<file path="src/rtl/seg7_capture_if.sv">
// Multiplexed 7-segment bus plus recovered-digit outputs for seg7_capture.
// SEG7CAP_DP_EN adds the decimal-point line and per-digit dp outputs.
interface seg7_capture_if #(
  parameter int NDIG = 4
);
  logic [6:0]        seg;
  logic [NDIG-1:0]   dig_sel;
  logic              clr;
  logic [4*NDIG-1:0] bcd;
  logic              valid;
  logic              err;
`ifdef SEG7CAP_DP_EN
  logic              dp;
  logic [NDIG-1:0]   dp_out;

  modport master (
    output seg, dig_sel, clr, dp,
    input  bcd, valid, err, dp_out
  );
  modport slave (
    input  seg, dig_sel, clr, dp,
    output bcd, valid, err, dp_out
  );
`else
  modport master (
    output seg, dig_sel, clr,
    input  bcd, valid, err
  );
  modport slave (
    input  seg, dig_sel, clr,
    output bcd, valid, err
  );
`endif
endinterface

</file>
<file path="src/rtl/seg7_capture.sv">
// Recovers BCD digits from a multiplexed 7-segment display bus.
// Optional decimal-point capture is enabled with SEG7CAP_DP_EN.
module seg7_capture #(
  parameter int NDIG   = 4,
  parameter int STABLE = 3
) (
  input logic clk,
  input logic rst_n,
  seg7_capture_if.slave bus
);
  localparam logic [3:0] STB = 4'(STABLE);

  logic [6:0]        s_seg;
  logic [NDIG-1:0]   s_sel;
  logic [3:0]        cnt;
  logic [3:0]        cnt_nx;
  logic [NDIG-1:0]   mask;
  logic [NDIG-1:0]   mbase;
  logic [4*NDIG-1:0] shadow;
  logic [4*NDIG-1:0] bcd_q;
  logic              done;
  logic              valid_q;
  logic              err_q;
  logic              onehot;
  logic              same;
  logic              acc;
  logic              bad;
  logic              full;
  logic [3:0]        nib;
`ifdef SEG7CAP_DP_EN
  logic              s_dp;
  logic [NDIG-1:0]   dps;
  logic [NDIG-1:0]   dp_q;
`endif

  always_comb begin
    onehot = (bus.dig_sel != '0) &&
             ((bus.dig_sel & (bus.dig_sel - 1'b1)) == '0);
    same = ({bus.seg, bus.dig_sel} == {s_seg, s_sel});
`ifdef SEG7CAP_DP_EN
    same = same && (bus.dp == s_dp);
`endif
    cnt_nx = 4'd1;
    if (!onehot)
      cnt_nx = 4'd0;
    else if (same)
      cnt_nx = (cnt >= STB) ? STB : cnt + 4'd1;
    // accept only on the transition into STABLE, never while held
    acc = onehot && (cnt_nx == STB) && !(same && cnt == STB);
    mbase = done ? '0 : mask;
    full = ((mbase | bus.dig_sel) == '1);
  end

  always_comb begin
    bad = 1'b0;
    nib = 4'hE;
    case (bus.seg)
      7'b1111110: nib = 4'h0;
      7'b0110000: nib = 4'h1;
      7'b1101101: nib = 4'h2;
      7'b1111001: nib = 4'h3;
      7'b0110011: nib = 4'h4;
      7'b1011011: nib = 4'h5;
      7'b1011111: nib = 4'h6;
      7'b1110000: nib = 4'h7;
      7'b1111111: nib = 4'h8;
      7'b1111011: nib = 4'h9;
      7'b0000000: nib = 4'hF;
      default:    bad = 1'b1;
    endcase
  end

  always_ff @(posedge clk or negedge rst_n) begin
    if (!rst_n) begin
      s_seg   <= '0;
      s_sel   <= '0;
      cnt     <= '0;
      mask    <= '0;
      shadow  <= '0;
      bcd_q   <= '0;
      done    <= 1'b0;
      valid_q <= 1'b0;
      err_q   <= 1'b0;
`ifdef SEG7CAP_DP_EN
      s_dp    <= 1'b0;
      dps     <= '0;
      dp_q    <= '0;
`endif
    end else begin
      s_seg   <= bus.seg;
      s_sel   <= bus.dig_sel;
      cnt     <= cnt_nx;
      valid_q <= done;
      if (done)
        bcd_q <= shadow;
      for (int i = 0; i < NDIG; i++)
        if (acc && bus.dig_sel[i])
          shadow[4*i +: 4] <= nib;
      if (bus.clr) begin
        mask  <= '0;
        done  <= 1'b0;
        err_q <= 1'b0;
      end else begin
        mask  <= acc ? (mbase | bus.dig_sel) : mbase;
        done  <= acc && full;
        err_q <= err_q | (acc & bad);
      end
`ifdef SEG7CAP_DP_EN
      s_dp <= bus.dp;
      if (done)
        dp_q <= dps;
      for (int i = 0; i < NDIG; i++)
        if (acc && bus.dig_sel[i])
          dps[i] <= bus.dp;
`endif
    end
  end

  assign bus.bcd   = bcd_q;
  assign bus.valid = valid_q;
  assign bus.err   = err_q;
`ifdef SEG7CAP_DP_EN
  assign bus.dp_out = dp_q;
`endif
endmodule
</file>
<file path="src/flat_wrapper.sv">
// flat-port wrapper written by rule: the top's interface ports become plain ports
module seg7_capture_flat 
#(
  parameter int NDIG   = 4,
  parameter int STABLE = 3
)
  (clk, rst_n, bus_seg, bus_dig_sel, bus_clr, bus_bcd, bus_valid, bus_err);
  seg7_capture_if #(.NDIG(NDIG)) bus_i ();
  input logic clk;
  input logic rst_n;
  input wire logic [$bits(bus_i.seg)-1:0] bus_seg;
  input wire logic [$bits(bus_i.dig_sel)-1:0] bus_dig_sel;
  input wire logic [$bits(bus_i.clr)-1:0] bus_clr;
  output wire logic [$bits(bus_i.bcd)-1:0] bus_bcd;
  output wire logic [$bits(bus_i.valid)-1:0] bus_valid;
  output wire logic [$bits(bus_i.err)-1:0] bus_err;
  assign bus_i.seg = bus_seg;
  assign bus_i.dig_sel = bus_dig_sel;
  assign bus_i.clr = bus_clr;
  assign bus_bcd = bus_i.bcd;
  assign bus_valid = bus_i.valid;
  assign bus_err = bus_i.err;
  seg7_capture #(.NDIG(NDIG), .STABLE(STABLE)) u_core (.clk(clk), .rst_n(rst_n), .bus(bus_i));
endmodule
</file>
<file path="config.mk">
export PLATFORM = sky130hd
export DESIGN_NAME = seg7_capture_flat
export DESIGN_NICKNAME = d
export VERILOG_FILES = /design/src/rtl/seg7_capture_if.sv /design/src/rtl/seg7_capture.sv /design/src/flat_wrapper.sv
export SDC_FILE = /design/constraint.sdc
export NUM_CORES = 1
export LEC_CHECK = 0
export CELL_PAD_IN_SITES_DETAIL_PLACEMENT = 0
export CELL_PAD_IN_SITES_GLOBAL_PLACEMENT = 2
export CORE_UTILIZATION = 38
export DETAILED_ROUTE_END_ITERATION = 8
export PLACE_DENSITY = 0.81
export SLEW_MARGIN = 20
export SYNTH_ARGS = -nofsm -noshare
export SYNTH_HDL_FRONTEND = slang
export SYNTH_SLANG_ARGS = --single-unit
</file>
<file path="constraint.sdc">
create_clock -name clk -period 5.6 [get_ports clk]
set_input_delay 1.12 -clock clk [delete_from_list [all_inputs] [get_ports clk]]
set_output_delay 1.12 -clock clk [all_outputs]
set_load 0.1 [all_outputs]
</file>
After elaboration in Yosys (flattened, before gate mapping):

Cells that the tools add are included.

* add/sub/neg operators: 2
* multiply operators: 0
* divide/modulo/power cells: 0
* magnitude comparators: 1
* equal/unequal tests: 14
* shift operators: 0
* mux-type cells: 10
* bitwise operators: 4
* reductions and logical operators: 14

Operators with widths (number)
* $eq A7 B7 Y1 const B: 8
* $pmux W4 S11: 1
* $mux W4: 6
* $eq A7 B6 Y1 const B: 2
* $eq A11 B11 Y1: 1
* $reduce_or A11 Y1: 1
* $logic_and A1 B1 Y1: 9
* $eq A4 B2 Y1 const B: 2
* $logic_not A7 Y1: 1
* $add A4 B1 Y4 const B: 1
* $and A4 B4 Y4: 1
* $eq A4 B4 Y1 const B: 1
* $ge A4 B2 Y1 const B: 1
* $logic_not A4 Y1: 1
* $or A4 B4 Y4: 1
* $reduce_bool A4 Y1: 1
* $sub A4 B1 Y4 const B: 1
* $mux W1: 3
* $and A1 B1 Y1: 1
* $logic_not A1 Y1: 1
* $or A1 B1 Y1: 1

* bits in registers: 54
* bits in latches: 0
* memory bits (writable): 0
* bits in read-only memories: 0
* bits of input ports: 14
* word-level logic and storage cells: 57
* memories kept: 0

Logic depth before layout (Yosys ltp):

* depth after elaboration: 11
* mapped depth: 7
* gate-level depth less buffers: 5

Worst setup path before layout:

Ideal clock, no wire load.

* kind: input to register
* start: input port bus_seg[0]
* end: register u_core.shadow[0]
* library setup time: 0.125 ns
* arrival: 2.760 ns
* data required time: 5.475 ns
* setup slack: 2.716 ns
* stages on the path: 7
* cells stage by stage: clkbuf_1 xnor2_1 nand4_1 nor4_2 and3_1 clkbuf_1 mux2_2

* longest elaborated chain between the ends: 7
* elaborated cells between the ends (all ways): 21
* those cells by class: eq/ne: 12; mux: 3; reduce/logical: 6

Ends and longest elaborated chain
* from (decl): line flat_wrapper.sv:11 `input wire logic [$bits(bus_i.seg)-1:0] bus_seg;`
* $eq A11 B11 Y1: line seg7_capture.sv:39 `same = ({bus.seg, bus.dig_sel} == {s_seg, s_sel});`
* $mux W4: line seg7_capture.sv:46 `else if (same)`
* $mux W4: line seg7_capture.sv:44 `if (!onehot)`
* $eq A4 B2 Y1: line seg7_capture.sv:49 `acc = onehot && (cnt_nx == STB) && !(same && cnt == STB);`
* $logic_and A1 B1 Y1 (2 in series): line seg7_capture.sv:49
* $logic_and A1 B1 Y1: line seg7_capture.sv:97 `if (acc && bus.dig_sel[i])`
* to (signal, indexed assignment): line seg7_capture.sv:98 `shadow[4*i +: 4] <= nib;`
* to (decl): line seg7_capture.sv:19 `logic [4*NDIG-1:0] shadow;`

Several ways; a longest one is shown, not always the timed one.
A chain may end at the register's enable or synchronous reset.

Worst setup path after layout:

* start: input port bus_seg[0]
* end: register u_core.shadow[1]

Same word-level chain as after synthesis.

==> metrics.txt <==
area fraction of the dominant cell type after synthesis=56.28%; Rel. slew slack=34.36%; GR met1 Demand/Resource=23.74%; largest net degree at the start of global routing=55; Final setup violation count=0; Worst-path clk slew=about 0.10 ns; Cell Area, Synth=0.002401 mm²; crit-path leading delay family=simple AND/OR/NAND/NOR gates; Fillers=roughly 540; Buffers on Ports=31; HPWL Detailed=about 3300 µm; Critical-path top delay cell=or4_4; Post-Synthesis Cells=186; I/O Pins=32; Yosys reg bits=54; first-pass detailed-route iteration total=4; crit-path max cell delay=0.66 ns; Final min period=roughly 3.3 ns; die area=0.006641 mm²; largest area contributor in the netlist=dfrtp_1; Seq/Total Area, Yosys=a little under three fifths; Total GRT Usage=between 10% and 20%; Post-Syn Area per Cell=~13 µm²; Max VDD drop=approximately 0.096 mV; Pleak=approximately 1.3 nW; global-route wire length before repair=8086 µm; Max Cap Viol=0; Netlist cell types=44; Num CTS Buffers=5; Die H=81.49 µm; WS Path Type=primary input to flop; Post-Route WL=4788 µm; worst-path fanout max=12; combinational share of power=a little over 8%; Ys Warns=0; Vias=about 1500; Fin. Hold Viols=0; Worst EP required=about 5.8 ns; crit-path most repeated cell=or4_4; part of the cycle the worst path needs=~59%; post-CTS resize count=0; PwrDens=236.8 mW/mm²; post-CTS setup buffer count=0; Sw Pwr=approximately 160 µW; WL/cell=roughly 17 µm; Layout area overhead=18.29%; ratio of cells with drive above 1 in the final layout=22.64%; vias in the first global route=1576; hold crit path type=flop to flop; pre-CTS WS=between 1.5 and 2 ns; slew at the pin closest to its max-slew limit=between 0.9 and 1 ns; CTS tree=built; top post-synthesis cells by area=dfrtp_1 (56%), mux2_2 (15%), xnor2_1 (4.0%), clkbuf_1 (1.9%), nand4_1 (1.3%); CTS Buffer Depth=2; CTS root buf=clkbuf_8; Max Clock Freq=between 300 and 400 MHz; met2 Use GR=between 20% and 30%; RSZ-0062 raised after global routing=false; most frequent cell after synthesis=dfrtp_1; Critical path buffers and inverters=1; top_reg_cell synth=dfrtp_1; FFs w/ async S/R, synth=100.0%; Vias/cell=5.383; initial antenna violation count=0; Skew-Pair Late Insertion Delay=about 0.30 ns; Initial Util=around 40%; met3 Resource Use GR=under 10%; worst setup margin=between 2 and 2.5 ns; H-tree Lvls=2; number of flops mapped to enable cells by yosys=0; ANT nets after route=0; type of destination of the critical path=flop; Layout Nets=approximately 230; RD Place Congestion=0.8318; post-route setup TNS=0 ns; Clock Sinks=54; Clk pwr share=32.6%; sw frac=between 20% and 30%; Max Transition Viols Final=0; Pint=slightly above 500 µW; Die Span X=a little over 80 µm; DR iter-0 viols=120; # diodes=0; CP Data Arrival Time=around 3.5 ns; grt peak-use layer=met2; sequential power share=about three fifths; Post-synth top cells=dfrtp_1 (54), mux2_2 (31), clkbuf_1 (12), xnor2_1 (11), nand4_1 (5); grt ovf=0; status=finished clean; DRC=0; CP Cell Sequence=clkdlybuf4s50_1, or4_4, or4_4, nand4b_2, nand4_2, mux2_2; hold buffer count at CTS=0; Core ar.=roughly 0.0060 mm²; Rows=28; startpoint types=primary input; Worst Clk Skew=0.009331 ns
[path summary, 6_finish.rpt]
check | startpoint | endpoint | slack (ns) | cells past startpoint
worst max-delay path | bus_seg[0] | u_core.shadow[1]$_DFFE_PN0P_ | 2.30 | 6
worst min-delay path | u_core.shadow[5]$_DFFE_PN0P_ | u_core.shadow[5]$_DFFE_PN0P_ | 0.51 | 1
worst max register to register | u_core.s_seg[2]$_DFF_PN0_ | u_core.shadow[11]$_DFFE_PN0P_ | 3.55 | 5
worst min register to register | u_core.shadow[5]$_DFFE_PN0P_ | u_core.shadow[5]$_DFFE_PN0P_ | 0.51 | 1
max in group asynchronous | rst_n | u_core.s_sel[2]$_DFF_PN0_ | 4.22 | 2
min in group asynchronous | rst_n | u_core.s_seg[1]$_DFF_PN0_ | 0.93 | 2
[final cells by class]
type	instances	area, µm²	share of cell area, %
flip-flops and latches	54	1351	47.58
multi-input cells	117	983.4	34.63
repair buffers	32	312.8	11.01
well taps	75	93.84	3.304
clock buffers	6	82.58	2.907
clock inverters	2	12.51	0.4405
inverters	1	3.754	0.1322
[sequential cells by signal, indices dropped and copies added (netlist names)]
register	flops
u_core.cnt	4
u_core.done	1
u_core.shadow	16
u_core.mask	4
u_core.bus.err	1
u_core.bus.valid	1
u_core.s_seg	7
u_core.s_sel	4
u_core.bus.bcd	16
[worst register-to-register path, stage by stage, from the launching register on]
cell     delay (ns)
dfrtp_1        0.38
xnor2_1        0.18
nand4_1        0.17
nor4_2         0.47
and3_1         0.38
mux2_2         0.38
[cells by family after synthesis]
group,count (synthesis),synth area share [%]
buf+inv,16,2.918
fa+ha+maj,1,0.5210
mux,33,15.58
other cells,1,0.1562
simple gates,47,13.34
compound gates,21,6.462
xor+xnor,13,4.742
flops,54,56.28
[power by group through the flow]
stage / sequential (mW) / clock [mW] / combinational [mW]
floorplan: 0.406 / 0 / 0.0302
global placement: 0.406 / 0 / 0.0534
detailed placement: 0.407 / 0 / 0.0551
CTS: 0.399 / 0.231 / 0.0552
global route: 0.400 / 0.245 / 0.0612
finish: 0.399 / 0.219 / 0.0545
[routing by layer]
metal / vias up / routed length [µm]
met1: 775 / 2345
li1: 721 / -
met2: 43 / 2185
met5: - / 0
met4: 0 / 57
met3: 6 / 199
[per-stage QoR]
stage	instances	utilization [%]	cell area, µm²	hold slack [ns]	power, mW
floorplan	187	-	2405	0.3911	0.4361
global placement	279	45.82	2745	0.4809	0.4596
detailed placement	279	45.82	2745	0.4935	0.4618
CTS	287	47.41	2840	0.5167	0.6849
global route	287	47.41	2840	0.5365	0.7063
finish	287	47.41	2840	0.5095	0.6727
[cell usage in the layout (no fill, tap or decap), types with 3 or more instances in the layout]
master and instances:
nand2b_1 3, nor2_1 4, and3_1 4, mux2_2 31, clkbuf_8 6, clkdlybuf4s50_1 30
o22ai_1 4, nor4b_1 3, xnor2_1 11, nor3_1 4, nand4_1 5, nor2b_1 4
nor3b_1 3, nand2_1 4, o21a_1 4, dfrtp_1 54
Power figures use the tool's default switching activity.
